$ cat config.mk
export PLATFORM = sky130hd
export DESIGN_NAME = rv32_fetch_stage
export DESIGN_NICKNAME = d
export VERILOG_FILES = /design/src/rtl/rv32_types.sv /design/src/rtl/rv32_fetch_fifo.sv /design/src/rtl/rv32_fetch_stage.sv
export SDC_FILE = /design/constraint.sdc
export NUM_CORES = 1
export LEC_CHECK = 0
export CORE_MARGIN = 10
export CORE_UTILIZATION = 24
export CTS_CLUSTER_SIZE = 24
export DETAILED_ROUTE_END_ITERATION = 12
export GPL_TIMING_DRIVEN = 0
export MAX_ROUTING_LAYER = met4
export PLACE_DENSITY = 0.52
export SLEW_MARGIN = 25
export SYNTH_ARGS = -nofsm -noshare
export SYNTH_HDL_FRONTEND = slang
export SYNTH_SLANG_ARGS = --single-unit
$ cat constraint.sdc
create_clock -name clk -period 7.75 [get_ports clk]
set_input_delay 1.55 -clock clk [delete_from_list [all_inputs] [get_ports clk]]
set_output_delay 1.55 -clock clk [all_outputs]
set_load 0.005 [all_outputs]
$ cat src/rtl/rv32_types.sv
// Shared RV32 front-end types: instruction word, fetch buffer payload and fetch FSM states.
package rv32_types;

  localparam int unsigned XLEN = 32;

  typedef logic [XLEN-1:0] rv32_word;

  // addi x0, x0, 0
  localparam rv32_word RV_NOP = 32'h0000_0013;

  typedef struct packed {
    rv32_word pc;
    rv32_word instr;
  } fetch_buffer_data_t;

  typedef enum logic [1:0] {
    S_WAIT  = 2'd0,
    S_FETCH = 2'd1,
    S_FLUSH = 2'd2
  } fetch_state_t;

endpackage

$ cat src/rtl/rv32_fetch_fifo.sv
// Fall-through response buffer plus in-order pc queue of outstanding fetch requests.
// An incoming response is visible at the head in the same cycle when the buffer is empty.
module rv32_fetch_fifo
  import rv32_types::*;
#(
  parameter int unsigned DEPTH = 2
) (
  input  logic                       clk,
  input  logic                       resetn,
  input  logic                       flush,
  input  logic                       pc_push,
  input  rv32_word                   pc_push_addr,
  input  logic                       rsp_push,
  input  rv32_word                   rsp_instr,
  input  logic                       pop,
  output logic                       head_valid_c,
  output fetch_buffer_data_t         head_c,
  output logic                       pc_valid_c,
  output rv32_word                   pc_head_c,
  output logic [$clog2(DEPTH+1)-1:0] count
);

  localparam int unsigned CW = $clog2(DEPTH + 1);
  localparam int unsigned IW = (DEPTH > 1) ? $clog2(DEPTH) : 1;

  fetch_buffer_data_t data_mem [DEPTH];
  rv32_word           pc_mem   [DEPTH];
  logic [IW-1:0]      wr_ptr, rd_ptr, pc_wr_ptr, pc_rd_ptr;
  logic [CW-1:0]      pc_count;
  logic               stored_valid, store, take, pc_take;
  fetch_buffer_data_t rsp_entry;

  function automatic logic [IW-1:0] next_ptr(input logic [IW-1:0] p);
    return (p == IW'(DEPTH - 1)) ? '0 : p + IW'(1);
  endfunction

  // Head selection and push/pop qualification; a pop on an empty buffer consumes the bypassed response.
  always_comb begin
    stored_valid = (count != '0);
    pc_valid_c   = (pc_count != '0);
    pc_head_c    = pc_mem[pc_rd_ptr];
    rsp_entry    = '{pc: pc_head_c, instr: rsp_instr};
    head_valid_c = stored_valid || rsp_push;
    if (stored_valid) begin
      head_c = data_mem[rd_ptr];
    end else begin
      head_c = rsp_entry;
    end
    take    = pop && stored_valid;
    store   = rsp_push && !(pop && !stored_valid);
    pc_take = rsp_push && pc_valid_c;
  end

  always_ff @(posedge clk or negedge resetn) begin
    if (!resetn) begin
      wr_ptr    <= '0;
      rd_ptr    <= '0;
      count     <= '0;
      pc_wr_ptr <= '0;
      pc_rd_ptr <= '0;
      pc_count  <= '0;
    end else if (flush) begin
      wr_ptr    <= '0;
      rd_ptr    <= '0;
      count     <= '0;
      pc_wr_ptr <= '0;
      pc_rd_ptr <= '0;
      pc_count  <= '0;
    end else begin
      if (store)   wr_ptr    <= next_ptr(wr_ptr);
      if (take)    rd_ptr    <= next_ptr(rd_ptr);
      if (pc_push) pc_wr_ptr <= next_ptr(pc_wr_ptr);
      if (pc_take) pc_rd_ptr <= next_ptr(pc_rd_ptr);
      count    <= count + CW'(store) - CW'(take);
      pc_count <= pc_count + CW'(pc_push) - CW'(pc_take);
    end
  end

  // Storage arrays carry no reset; validity comes from the counters.
  always_ff @(posedge clk) begin
    if (store && !flush)   data_mem[wr_ptr]  <= rsp_entry;
    if (pc_push && !flush) pc_mem[pc_wr_ptr] <= pc_push_addr;
  end

  // Credit accounting upstream must keep the buffer from ever overflowing.
  assert property (@(posedge clk) disable iff (!resetn)
                   !(store && !take && !flush && count == CW'(DEPTH)))
    else $error("rv32_fetch_fifo: response pushed into a full buffer");

endmodule

$ cat src/rtl/rv32_fetch_stage.sv
// RV32 instruction fetch stage: credit-limited request issue, in-order response buffering,
// jump redirect with stale-response flushing, registered {pc, instr} to decode.
module rv32_fetch_stage
  import rv32_types::*;
#(
  parameter rv32_word    RESET_PC   = 32'h0000_0000,
  parameter int unsigned FIFO_DEPTH = 2
) (
  input  logic               clk,
  input  logic               resetn,
  input  logic               stall,
  input  logic               jump,
  input  rv32_word           jump_addr,
  output logic               imem_req_valid,
  input  logic               imem_req_ready,
  output rv32_word           imem_addr,
  input  logic               imem_rsp_valid,
  input  rv32_word           imem_rsp_data,
  output fetch_buffer_data_t instr_data
);

  localparam int unsigned CW = $clog2(FIFO_DEPTH + 1);

  fetch_state_t       state, state_next;
  rv32_word           fetch_pc, fetch_pc_next, jump_pc, pc_head, nop_pc;
  logic [CW-1:0]      outstanding, outstanding_next, drop_count, drop_count_next, fifo_count;
  fetch_buffer_data_t instr_next, fifo_head;
  logic               fifo_head_valid, pc_valid, credit;
  logic               req_fire, rsp_push, fifo_pop, fifo_flush;

  rv32_fetch_fifo #(
    .DEPTH(FIFO_DEPTH)
  ) u_fifo (
    .clk          (clk),
    .resetn       (resetn),
    .flush        (fifo_flush),
    .pc_push      (req_fire),
    .pc_push_addr (fetch_pc),
    .rsp_push     (rsp_push),
    .rsp_instr    (imem_rsp_data),
    .pop          (fifo_pop),
    .head_valid_c (fifo_head_valid),
    .head_c       (fifo_head),
    .pc_valid_c   (pc_valid),
    .pc_head_c    (pc_head),
    .count        (fifo_count)
  );

  assign imem_addr = fetch_pc;

  // Next-state, counters and decode-side register update.
  always_comb begin
    state_next       = state;
    fetch_pc_next    = fetch_pc;
    outstanding_next = outstanding;
    drop_count_next  = drop_count;
    instr_next       = instr_data;
    imem_req_valid   = 1'b0;
    req_fire         = 1'b0;
    rsp_push         = 1'b0;
    fifo_pop         = 1'b0;
    fifo_flush       = 1'b0;
    jump_pc          = jump_addr & ~rv32_word'(32'h3);
    credit           = ({1'b0, outstanding} + {1'b0, fifo_count}) < (CW + 1)'(FIFO_DEPTH);
    nop_pc           = pc_valid ? pc_head : fetch_pc;

    case (state)
      S_WAIT: state_next = S_FETCH;
      S_FETCH: begin
        imem_req_valid   = credit && !jump;
        req_fire         = imem_req_valid && imem_req_ready;
        rsp_push         = imem_rsp_valid && !jump;
        outstanding_next = outstanding + CW'(req_fire) - CW'(imem_rsp_valid);
        if (req_fire) fetch_pc_next = fetch_pc + 32'd4;
        // Requests still in flight after this edge become responses to throw away.
        if (jump) begin
          drop_count_next  = outstanding_next;
          outstanding_next = '0;
          if (drop_count_next != '0) state_next = S_FLUSH;
        end
      end
      S_FLUSH: begin
        if (imem_rsp_valid) drop_count_next = drop_count - CW'(1);
        if (drop_count_next == '0) state_next = S_FETCH;
      end
      default: state_next = S_WAIT;
    endcase

    if (jump) begin
      fetch_pc_next = jump_pc;
      fifo_flush    = 1'b1;
      instr_next    = '{pc: jump_pc, instr: RV_NOP};
    end else if (!stall) begin
      fifo_pop = 1'b1;
      if (fifo_head_valid) begin
        instr_next = fifo_head;
      end else begin
        instr_next = '{pc: nop_pc, instr: RV_NOP};
      end
    end
  end

  always_ff @(posedge clk or negedge resetn) begin
    if (!resetn) begin
      state       <= S_WAIT;
      fetch_pc    <= RESET_PC;
      outstanding <= '0;
      drop_count  <= '0;
      instr_data  <= '{pc: RESET_PC, instr: RV_NOP};
    end else begin
      state       <= state_next;
      fetch_pc    <= fetch_pc_next;
      outstanding <= outstanding_next;
      drop_count  <= drop_count_next;
      instr_data  <= instr_next;
    end
  end

endmodule
==> results of run 1 <==
## kinds of logic (layout without fill, tap and decap cells)
logic type	count (synthesis)	in the layout	synth area share
AOI/OAI and AO/OA	199	199	0.1043
xor gates and xnor gates	14	14	0.009952
adders and majority gates	8	8	0.008733
buffers and inverters	71	305	0.02549
DFF	291	291	0.6661
muxes	117	117	0.09841
other	1	5	0.0003044
and+or+nand+nor	229	229	0.08673
## registers in the layout, indices dropped and copies added (netlist names), 30 cells and up
| register | flops |
|---|---|
| u_fifo.data_mem | 124 |
| instr_data | 63 |
| u_fifo.pc_mem | 60 |
| imem_addr | 30 |
## layout by cell type, fill, tap and decap left out, types with 7 or more instances in the layout
master	count
clkinv_1	7
or3_1	8
clkbuf_1	40
clkdlybuf4s50_1	161
nand4_1	11
a21boi_0	18
nand2_1	85
dfrtp_1	104
nor2_1	58
a21oi_1	43
inv_1	13
o221ai_1	22
buf_2	10
buf_1	7
mux2_2	33
o21ai_0	53
clkbuf_16	35
a31oi_1	7
clkinv_2	7
nand3_1	32
o211ai_1	15
ha_1	7
mux2i_1	84
xnor2_1	8
edfxtp_1	184
## cell type report
| class | count | area share |
|---|---|---|
| tap | 672 | 0.05190 |
| sequential | 291 | 0.5066 |
| multi-input combinational | 569 | 0.2361 |
| clock inverter | 20 | 0.01506 |
| timing repair buffer | 171 | 0.1140 |
| antenna | 3 | 0.0004634 |
| clock buffer | 43 | 0.05653 |
| inverter | 15 | 0.003553 |
| buffer | 56 | 0.01583 |
## worst min-delay path, delay by kind of cell, from the launching register on
family	cells	cell delay [ns]
AO/OA/AOI/OAI	1	0.06
flip-flops	1	0.34
AND/OR/NAND/NOR	1	0.04
## power by group through the flow
stage	clock, mW	sequential [mW]	combinational (mW)
finish	1.67	1.99	1.08
global route	1.78	2.01	1.19
CTS	1.72	1.99	1.10
detailed placement	0	2.02	1.10
global placement	0	2.02	1.05
floorplan	0	1.99	0.568
## worst paths after layout
path,end,cells after the start
max in group asynchronous,instr_data[61]$_DFFE_PN0P_,2
setup reg to reg,u_fifo.pc_mem[0][22]$_DFFE_PP_,8
hold reg to reg,instr_data[17]$_DFFE_PN0P_,2
setup / recovery,imem_req_valid,5
hold / removal,instr_data[17]$_DFFE_PN0P_,2
min in group asynchronous,instr_data[46]$_DFFE_PN0P_,1
## metal layers
metal,vias to the layer above,GRT usage
met5,-,-
met4,0,0.03698
met1,4220,0.1633
met3,45,0.02694
met2,249,0.2154
li1,3927,-
## stage by stage
stage	power [mW]	utilization	instance area, um2	setup slack, ns	hold WS [ns]
2_1_floorplan	2.555	-	12320	2.525	0.4671
3_3_place_gp	3.078	0.2929	14790	-0.9834	0.4631
3_5_place_dp	3.114	0.2978	15030	2.082	0.4700
4_1_cts	4.812	0.3208	16190	2.072	0.4815
5_1_grt	4.983	0.3209	16200	1.881	0.5126
6_report	4.737	0.3209	16200	1.967	0.4750
==> run summary, run 1 <==
run status = finished, final reports clean
critical path data arrival time = 4.23 ns
CP max stage cell = nor4_1
fmax = 172.9 MHz
Final Critical Period = 5.783 ns
Post-route DRC = 0
P per Cell Area = 292.4 nW/um2
Post-synth top cells = 184 x edfxtp_1, 104 x dfrtp_1, 85 x nand2_1, 84 x mux2i_1, 60 x nor2_1
final wirelength = 39260 um
GRT overflow = 0
Placer Congestion = 0.7827
CP Max Fanout = 10
CTS tree = yes
Seq/Total Area, Yosys = 0.6661
R2R setup slack = 4.62 ns
Initial Utilization = 0.2441
Antenna Nets Post-Route = 0
Worst VDD drop = 0.1266 mV
share of cells above drive strength 1 = 0.1073
asr flop ratio synth = 0.3677
switch share = 0.2928
synth-to-layout area growth = 31.49%
Initial DRC Count = 524
ranking of synthesized cells by area = edfxtp_1 45%, dfrtp_1 21%, mux2i_1 6.8%, mux2_2 3.0%, nand2_1 2.6%
H-tree level count = 2
cell taking the most area after synthesis = edfxtp_1
Syn Inst Count = 930
hold crit path type = flip-flop to flip-flop
Crit Path Class = primary input to output pin
Final Cycle Share = 0.7462
min-delay src = instr_data[17]$_DFFE_PN0P_
TritonCTS Buffers = 35
CTS sink count = 291
EDFF count, synth = 184
die width = 246.6 um
PostCTS Resize Cnt = 0
CP Cell Sequence = clkdlybuf4s50_1, clkbuf_1, clkbuf_1, nor4_1, clkdlybuf4s50_1
register bit count reported by yosys = 291
CP delay by family, top = buffers and inverters
Reg power frac = 0.419
clock root buffer = clkbuf_16
Least-Margin Pin Slew = 1.114 ns
reg-to-reg startpoint = outstanding[0]$_DFFE_PN0P_
P_sw = 1.387 mW
io pins = 167
Syn Area/Cell = 13.25 um2
setup violators final = 0
Placed Cells = 1774
Die Y = 246.6 um
routed len/inst = 21.33 um
Hold Violations, Final = 0
Worst Setup End Kind = output pin
number of global-route vias before repair = 8754
Yosys warning count = 0
FF+latch area = 8207 um2
Setup Skew = 0.03062 ns
unrepaired setup endpoints after global routing = false
Setup crit start = jump
Final Max Tran Viols = 0
Met1 Wirelength = 17320 um
die area = 60800 um2
setup tns final = 0 ns
fill count = 5120
routed vias = 8441
worst skew pair latency = 0.55 ns
Required @ worst endpoint = 6.20 ns
Slew HR = 0.2573
Leak = 5.687 nW
Main synth FF type = edfxtp_1
Non-Filler Instances = 1840
Yosys cell types = 57
first-pass GRT wire length = 58100 um
PortBufs = 162
Worst path max stage delay = 0.85 ns
Comb pwr share = 0.228
row cnt = 82
multi-input logic area = 3825 um2
Power Internal = 3.350 mW
Max Cap Viol = 0
Clk network pwr share = 0.353
CP bufs+invs = 4
clk slew on worst S/H paths = 0.05 ns
WL met3 = 2258 um
hold-fix buffers at CTS = 0
Yosys top cell area share = 0.4485
nets = 1217
total track usage = 0.1320
# Post-CTS Setup Buffers = 0
pin count of the biggest net entering global routing = 76
Core Region = 50480 um2
top sig layer = met4
CP Launch Type = primary input
WL met2 = 18890 um
maximum root-to-sink buffer count = 3
initial antenna violation count = 3
Netlist Area Pre-Place = 12320 um2
top-count cell post-synth = edfxtp_1
Via density = 4.588
post-detail-place hpwl = 27400 um
DRT Pass-1 Iters = 5
No activity file was read; power rests on OpenSTA's default activity.
==> run 2: changes to the inputs <==
clock period = 6 ns   (was 7.75 ns; I/O delays follow)
==> results of run 2 <==
The final DEF is identical to that of run 1. Status: finished, final reports clean.
Among the figures that moved: setup slack after placement 2.082 ns -> 1.032 ns; setup slack after layout 1.967 ns -> 0.9169 ns; register-to-register setup slack 4.62 ns -> 2.87 ns; total power 4.737 mW -> 6.118 mW; worst IR drop on VDD 0.1266 mV -> 0.1636 mV
